--- src/rtl/lift_req_queue.sv ---
// rtl/lift_req_queue.sv - hall-call request FIFO with duplicate suppression and lamp outputs
module lift_req_queue #(
    parameter int DEPTH = 6
) (
    input  logic       clk,
    input  logic       rst,
    input  logic [5:0] btn,
    input  logic       pop,
    output logic [2:0] req,
    output logic       qEmpty,
    output logic [5:0] pending,
    output logic [2:0] count
);

    logic [5:0] btn_prev;
    logic [5:0] queued;
    logic [2:0] mem [0:DEPTH-1];
    logic [2:0] wr_ptr;
    logic [2:0] rd_ptr;

    logic [5:0] btn_edge;
    logic       pop_ok;
    logic [5:0] pop_clear;
    logic       enq_valid;
    logic [2:0] enq_idx;
    logic [5:0] enq_set;

    assign btn_edge = btn & ~btn_prev;
    assign pop_ok   = pop && (count != 3'd0);

    always_comb begin
        pop_clear = 6'b0;
        for (int i = 0; i < 6; i++) begin
            pop_clear[i] = pop_ok && (mem[rd_ptr] == 3'(i + 1));
        end
    end

    // Lowest waiting index wins; descending scan lets the lowest overwrite.
    always_comb begin
        enq_valid = 1'b0;
        enq_idx   = 3'd0;
        for (int i = 5; i >= 0; i--) begin
            if (pending[i] && !queued[i]) begin
                enq_valid = 1'b1;
                enq_idx   = 3'(i);
            end
        end
    end

    always_comb begin
        enq_set = 6'b0;
        if (enq_valid) begin
            enq_set[enq_idx] = 1'b1;
        end
    end

    always_ff @(posedge clk) begin
        if (rst) begin
            btn_prev <= 6'b111111;
            pending  <= 6'b0;
            queued   <= 6'b0;
            wr_ptr   <= 3'd0;
            rd_ptr   <= 3'd0;
            count    <= 3'd0;
            for (int i = 0; i < DEPTH; i++) begin
                mem[i] <= 3'd0;
            end
        end else begin
            btn_prev <= btn;
            // A fresh edge on the popped button re-arms its lamp (set wins).
            pending  <= (pending & ~pop_clear) | btn_edge;
            queued   <= (queued & ~pop_clear) | enq_set;
            if (enq_valid) begin
                mem[wr_ptr] <= enq_idx + 3'd1;
                wr_ptr      <= (wr_ptr == 3'(DEPTH - 1)) ? 3'd0 : wr_ptr + 3'd1;
            end
            if (pop_ok) begin
                rd_ptr <= (rd_ptr == 3'(DEPTH - 1)) ? 3'd0 : rd_ptr + 3'd1;
            end
            if (enq_valid && !pop_ok) begin
                count <= count + 3'd1;
            end else if (!enq_valid && pop_ok) begin
                count <= count - 3'd1;
            end
        end
    end

    assign qEmpty = (count == 3'd0);
    assign req    = qEmpty ? 3'd0 : mem[rd_ptr];

endmodule

--- config.mk ---
export PLATFORM = sky130hd
export DESIGN_NAME = lift_req_queue
export DESIGN_NICKNAME = d
export VERILOG_FILES = /design/src/rtl/lift_req_queue.sv
export SDC_FILE = /design/constraint.sdc
export NUM_CORES = 1
export LEC_CHECK = 0
export CAP_MARGIN = 30
export CORE_ASPECT_RATIO = 0.75
export CORE_MARGIN = 2
export CORE_UTILIZATION = 59
export CTS_BUF_LIST = sky130_fd_sc_hd__clkbuf_8
export DETAILED_ROUTE_END_ITERATION = 12
export PLACE_DENSITY = 0.82
export SLEW_MARGIN = 10
export SYNTH_ARGS = -nofsm -noshare
export SYNTH_HDL_FRONTEND = slang
export SYNTH_SLANG_ARGS = --single-unit
--- constraint.sdc ---
create_clock -name clk -period 2.4 [get_ports clk]
set_input_delay 0.48 -clock clk [delete_from_list [all_inputs] [get_ports clk]]
set_output_delay 0.48 -clock clk [all_outputs]
set_load 0.03 [all_outputs]
==> results of run 1 <==
==> worst max-delay path: cells and delay by family, from the launching register on <==
family | cells | cell delay [ns]
and+or+nand+nor | 1 | 0.05
muxes | 2 | 0.71
DFF | 1 | 0.43
buffers and inverters | 1 | 0.35
==> area by class of cell <==
class	instances	area (um^2)	share of cell area, %
Timing Repair Buffer	30	279	9.71
Clock buffer	7	96.3	3.35
Clock inverter	1	3.75	0.131
Tap cell	55	68.8	2.39
Inverter	6	22.5	0.784
Multi-Input combinational cell	156	1070	37.3
Sequential cell	54	1330	46.3
==> state kept, by name, indices dropped and copies added, names as in the netlist, named ones only <==
signal,count
btn_prev,6
rd_ptr,3
queued,6
count,3
wr_ptr,3
mem,24
pending,6
==> per-layer routing <==
layer,wire length (um),track usage (%),vias to the layer above
met5,0,0,-
met3,505,6.25,7
li1,-,-,862
met4,58,7.52,0
met2,2100,34.5,85
met1,2350,34.5,840
==> worst min-delay path by stage <==
stage | startpoint | end | slack, ns | cells past startpoint
CTS | queued[2] | queued[2] | 0.49 | 2
floorplan | rd_ptr[2] | flop | 0.45 | 2
global placement | queued[0] | queued[0] | 0.47 | 2
detailed placement | queued[0] | queued[0] | 0.48 | 2
finish | queued[0] | queued[0] | 0.49 | 2
global route | rd_ptr[2] | flop | 0.53 | 2
==> timing repair <==
action,CTS,global route
setup buffers,1,1
endpoints found under the setup margin,3,4
pin swaps,0,2
gates resized for setup,10,4
==> cells in the final DEF, fill, tap and decap left out, types with 2 or more instances in the layout <==
cell type        synthesis  layout
o21ai_1                  4       4
inv_1                    6       5
o31ai_1                  5       5
a211oi_1                 3       3
dfxtp_1                 30      26
a21oi_1                 15      15
dfxtp_2                  0       2
nor2b_2                  0       2
nor2_1                  32      32
mux2i_4                  2       2
clkbuf_8                 0       7
nor3b_2                  0       2
nor3_1                  10      10
dfxtp_4                  0       2
edfxtp_1                24      24
nand2_1                 10      10
nor2b_1                 13      11
o21ai_0                  4       4
clkdlybuf4s50_1          0      18
mux2i_1                  3       3
buf_4                    0       9
or2_2                    7       7
mux4_2                   4       4
xor2_1                   3       3
a311oi_1                 5       5
nand2b_1                11      11
or3_1                    4       4
==> power by group through the flow <==
| stage | Combinational (mW) | Sequential [mW] | Clock, mW |
|---|---|---|---|
| floorplan | 0.694 | 1.21 | 0 |
| global placement | 0.957 | 1.21 | 0 |
| detailed placement | 0.973 | 1.21 | 0 |
| CTS | 1.01 | 1.19 | 0.543 |
| global route | 1.12 | 1.22 | 0.583 |
| finish | 1.04 | 1.20 | 0.549 |
==> cell families after synthesis <==
kind of cell | share of synthesized area [%]
AO/OA/AOI/OAI | 9.95
XOR/XNOR | 1.44
adder cells (fa/ha/maj) | 1.86
buffers and inverters | 3.14
flip-flops | 54.4
multiplexers | 7.73
AND/OR/NAND/NOR | 21.4
==> through the flow <==
step	instance area [um^2]	hold slack (ns)
finish	2870	0.487
global route	2870	0.527
CTS	2850	0.490
detailed placement	2720	0.477
global placement	2720	0.466
floorplan	2450	0.454
==> key figures, run 1 <==
Status
  – Run status: finished clean

STA
  – Final setup vio count: 0
  – F_max: 428 MHz
  – Period utilization: 97.5%
  – Unrepaired setup endpoints after global routing: no
  – Final Hold Fails: 0
  – Final min period: 2.34 ns
  – Total Neg Setup Slack: 0 ns
  – Final-report max-slew violation count: 0
  – Final worst slack: 0.0611 ns
  – Worst slew margin: between 50% and 60%
  – Clk_skew: between 0.01 and 0.015 ns
  – Worst slew pin tran: around 0.61 ns

Clock tree
  – Deepest level of the CTS H-tree: 2
  – Clk Latency, worst-skew pair: 0.31 ns
  – Clock sinks: 54
  – CTS Buf Count: 5
  – Root Buffer: clkbuf_8
  – CTS Hold Bufs: 0
  – Longest Clk Path Bufs: 2
  – TritonCTS clock tree: yes
  – Worst-path clk slew: 0.09 ns

Place
  – Dpl ws: -0.0124 ns
  – # port buffers: 21
  – RD Place Congestion: about 0.83
  – DP Wirelength: ~3700 um
  – Placed Cells: 299

Global route
  – Largest net degree at the start of global routing: 31
  – Global-route wire length before repair: 8140 um
  – Vias in the first global route: 1663
  – Congestion Overflow GR: 0
  – Initial antenna violation count: 0
  – Global Route Usage Sum: 23.6%

Floorplan
  – I/O Pins: 22
  – Core area: between 0.004 and 0.005 mm^2
  – Die height: 59.6 um
  – Die ar.: 0.00465 mm^2
  – Starting density of the core: 60.6%
  – Die Wd: 78.1 um
  – # rows: 20

Drt
  – DR iter-0 viols: 172
  – Via Count: roughly 1800
  – Post-route DRC: 0
  – Final wirelength: 5020 um
  – Post-route ant nets: 0
  – Via density: 5.81
  – DR pass1 iterations: 4
  – WL/cell: 16.2 um

Worst setup path
  – Setup crit end: req[1]
  – WP data required: 1.92 ns
  – R2R setup slack: 0.20 ns
  – R2r startpoint: queued[5]
  – Crit. Startpoint: mem[2][1]
  – CP Capture Type: output pin
  – FF-to-FF path depth: 9
  – Slowest-stage cell, CP: mux4_2
  – Crit path launch type: flop
  – WP data arrival: 1.86 ns
  – Slowest stage delay, CP: 0.51 ns
  – Crit path kind: reg -> out
  – Crit-path cells: mux4_2 -> mux2i_4 -> nor2_1 -> dlygate4sd2_1
  – Max FO, Critical Path: 3
  – R2r endpoint: mem[1][2]

Synthesis
  – Synth top cells by count: nor2_1, dfxtp_1, edfxtp_1
  – Distinct cells, synth: 41
  – Async SR Flop Fraction: 0%
  – Count leader, synth: nor2_1
  – Yosys top cell by area: edfxtp_1
  – Synth Cell Area: 0.00243 mm^2
  – Number of flops mapped to enable cells by yosys: 24
  – Syn_nets: between 200 and 250
  – Syn Area/Cell: 10.7 um^2
  – Synth Register Bits: 54
  – Ys Warns: 0
  – Share of Yosys cell area claimed by the top area cell type: 29.7%
  – Commonest register cell after synthesis: dfxtp_1
  – Synth Instances: 226
  – Area contributors post-synth: edfxtp_1, dfxtp_1, nor2_1
  – Post-synthesis sequential area ratio: around 54%

Power and ir drop
  – PwrDens: just under 1000 mW/mm^2
  – Logic gate share of total power: 37.2%
  – Overall power: 2.79 mW
  – Sw frac: 35.2%
  – Cell-internal power: 1.80 mW
  – Maximum VDD drop: 676 uV
  – P_leak: between 1 and 1.5 nW
  – Clock share of power: 19.7%
  – Reg power frac: 43.1%
  – Switching pwr: 0.981 mW

Finish
  – Fin nets: between 200 and 300
  – # fillers: 298
  – Final std cells w/o fill: 309
  – ANT cells: 0
  – Area delta synth->final: 18.4%
  – Proportion of layout cells with a drive suffix above 1: around 18%
  – End-of-flow core utilization: 71.8%

Job
  – Max-Cap Viols: 0

Worst hold path
  – Worst hold path class: reg -> reg
Power figures use the tool's default switching activity.
==> run 2: changes to the inputs <==
--- a/config.mk
+++ b/config.mk
@@ -5,13 +5,14 @@
 export SDC_FILE = /design/constraint.sdc
 export NUM_CORES = 1
 export LEC_CHECK = 0
+export ABC_AREA = 1
 export CAP_MARGIN = 30
 export CORE_ASPECT_RATIO = 0.75
 export CORE_MARGIN = 2
 export CORE_UTILIZATION = 59
 export CTS_BUF_LIST = sky130_fd_sc_hd__clkbuf_8
 export DETAILED_ROUTE_END_ITERATION = 12
-export PLACE_DENSITY = 0.82
+export PLACE_DENSITY = 0.8
 export SLEW_MARGIN = 10
 export SYNTH_ARGS = -nofsm -noshare
 export SYNTH_HDL_FRONTEND = slang
==> key figures, run 2 <==
Clock tree
  – Post_cts resized: 3 (-7)
  – Clk Latency, worst-skew pair: 0.31 ns (about the same)
  – CTS Buf Count: 5 (unchanged)
  – Deepest level of the CTS H-tree: 2 (unchanged)
  – Root Buffer: clkbuf_8
  – TritonCTS clock tree: yes
  – Setup repair bufs after CTS: 0 (-1)
  – CTS Hold Bufs: 0 (unchanged)
  – Worst-path clk slew: 0.10 ns (about the same)
  – Clock sinks: 54 (unchanged)
  – Longest Clk Path Bufs: 2 (unchanged)

Worst setup path
  – R2R setup slack: 0.18 ns (-0.02 ns)
  – Slowest-stage cell, CP: clkdlybuf4s50_1
  – R2r startpoint: count[1]
  – Crit path kind: reg -> out
  – Setup crit end: qEmpty
  – R2r endpoint: count[2]
  – WP data arrival: 1.79 ns (-0.07 ns)
  – Crit path launch type: flop
  – CP Capture Type: output pin
  – Crit. Startpoint: count[1]
  – Max FO, Critical Path: 5 (+2)
  – WP data required: 1.92 ns (about the same)
  – FF-to-FF path depth: 10 (+1)
  – Crit-path cells: nor3_4 -> clkdlybuf4s50_1
  – Slowest stage delay, CP: 0.74 ns (+0.23 ns)

Global route
  – Global Route Usage Sum: 22.3% (-1.3 points)
  – Largest net degree at the start of global routing: 17 (-45%)
  – Global-route wire length before repair: 8160 um (+0.16%)
  – Vias in the first global route: 1827 (+9.9%)
  – Congestion Overflow GR: 0 (unchanged)
  – Initial antenna violation count: 0 (unchanged)

Drt
  – WL/cell: 12.2 um (-25%)
  – Post-route ant nets: 0 (unchanged)
  – Via density: 4.97 (-14%)
  – DR pass1 iterations: 4 (unchanged)
  – Post-route DRC: 0 (unchanged)
  – Final wirelength: 4900 um (-2.3%)
  – Via Count: 2003 (+12%)
  – DR iter-0 viols: 133 (-23%)

STA
  – Final setup vio count: 0 (unchanged)
  – Final-report max-slew violation count: 0 (unchanged)
  – Clk_skew: 0.00893 ns (-0.00236 ns)
  – Final Hold Fails: 0 (unchanged)
  – F_max: 441 MHz (+3.2%)
  – Final min period: 2.27 ns (-0.0719 ns)
  – Worst slew margin: 74.4% (+15 points)
  – Total Neg Setup Slack: 0 ns (unchanged)
  – Period utilization: 94.5% (-3.0 points)
  – Worst slew pin tran: 0.383 ns (-0.225 ns)
  – Unrepaired setup endpoints after global routing: no

Power and ir drop
  – Maximum VDD drop: 771 uV (+14%)
  – P_leak: 1.34 nW (+31%)
  – Overall power: 2.57 mW (-7.7%)
  – PwrDens: 877 mW/mm^2 (-9.5%)

Finish
  – Final std cells w/o fill: 403 (+30%)
  – Commonest cells after routing, fill and taps aside: nand2_1, inv_1, dfxtp_1, nor2_1, edfxtp_1
  – Area delta synth->final: 13.9%
  – Fin nets: 359 (+35%)
  – Design area: 0.00293 mm^2 (+2.0%)
  – End-of-flow core utilization: 71.0% (-0.75 points)
  – Commonest non-fill, non-tap cell in the layout: nand2_1
  – Proportion of layout cells with a drive suffix above 1: 12.4% (-5.4 points)
  – # fillers: 331 (+11%)
  – Most flops, register: mem
  – Max FFs per register: 24 (unchanged)
  – ANT cells: 0 (unchanged)

Floorplan
  – Starting density of the core: 62.4% (+1.7 points)
  – Core area: 0.00413 mm^2 (+3.1%)
  – Die height: 61.2 um (+2.8%)
  – Die ar.: 0.00491 mm^2 (+5.7%)
  – # rows: 20 (unchanged)
  – I/O Pins: 22 (unchanged)
  – Die Wd: 80.3 um (+2.8%)

Place
  – Placed Area: 0.00285 mm^2 (+4.8%)
  – RD Place Congestion: 0.839 (+1.1%)
  – Placed Cells: 395 (+32%)
  – # port buffers: 21 (unchanged)
  – DP Wirelength: 3790 um (+2.2%)

Synthesis
  – Number of flops mapped to enable cells by yosys: 24 (unchanged)
  – Synth Instances: 320 (+42%)
  – Syn_nets: 332 (+39%)
  – Ys Warns: 0 (unchanged)
  – Post-synthesis sequential area ratio: 51.3% (-3.1 points)
  – Count leader, synth: nand2_1
  – Synth top cells by count: nand2_1, inv_1, dfxtp_1
  – Distinct cells, synth: 29 (-29%)
  – Yosys top cell by area: edfxtp_1
  – Async SR Flop Fraction: 0% (unchanged)
  – Commonest register cell after synthesis: dfxtp_1
  – Synth Register Bits: 54 (unchanged)
  – Synth Cell Area: 0.00257 mm^2 (+6.1%)
  – Syn Area/Cell: 8.05 um^2 (-25%)
  – Share of Yosys cell area claimed by the top area cell type: 28.0% (-1.7 points)
  – Area contributors post-synth: edfxtp_1, dfxtp_1, nand2_1

Status
  – Run status: finished clean

Worst hold path
  – Worst hold path class: reg -> reg

Job
  – Max-Cap Viols: 0 (unchanged)
## run 2: worst min path at each step
stage	endpoint	from	slack, ns	depth (start not counted)
floorplan	flop	rd_ptr[0]	0.44	1
global placement	queued[0]	queued[0]	0.45	2
detailed placement	flop	rd_ptr[0]	0.46	1
CTS	queued[2]	queued[2]	0.47	2
global route	queued[0]	queued[0]	0.49	2
finish	queued[0]	queued[0]	0.47	2
## run 2: report_power, final
group	internal [mW]	switching, mW
clock	0.202	0.291
sequential	1.07	0.0895
combinational	0.323	0.597
total	1.59	0.977
## run 2: metrics by stage
| step | hold slack [ns] | setup slack (ns) |
|---|---|---|
| 5_1_grt | 0.487 | 0.0655 |
| 6_report | 0.468 | 0.133 |
| 2_1_floorplan | 0.435 | 0.148 |
| 3_5_place_dp | 0.456 | 0.0314 |
| 3_3_place_gp | 0.447 | 0.164 |
| 4_1_cts | 0.473 | 0.117 |
## run 2: logic make-up after synthesis
logic type	synth area share, %
AND/OR/NAND/NOR	30.4
adder cells (fa/ha/maj)	1.75
buffers and inverters	9.91
flip-flops	51.3
XOR/XNOR	0.340
AO/OA/AOI/OAI	6.32
## run 2: worst max-delay path, delay by kind of cell, from the launching register on
kind                   cells  cell delay, ns
buffers and inverters      1            0.74
flip-flops                 1            0.39
AND/OR/NAND/NOR            1            0.35
## run 2: cell type report
class / instances / area (um^2) / share of cell area, %
Tap cell: 55 / 68.8 / 2.35
Timing Repair Buffer: 25 / 236 / 8.06
Clock inverter: 3 / 17.5 / 0.597
Clock buffer: 5 / 68.8 / 2.35
Inverter: 59 / 221 / 7.55
Multi-Input combinational cell: 202 / 998 / 34.0
Sequential cell: 54 / 1320 / 45.1
## run 2: routing by layer
layer  vias to the layer above  global-route usage [%]  part of all wire, %  routed length [um]
met3                         6                    4.55                  5.5                 271
met2                        47                    32.0                   42                2060
met4                         0                    7.26                  1.1                  55
met5                         -                       0                    0                   0
met1                       905                    33.9                   51                2510
li1                       1045                       -                    -                   -
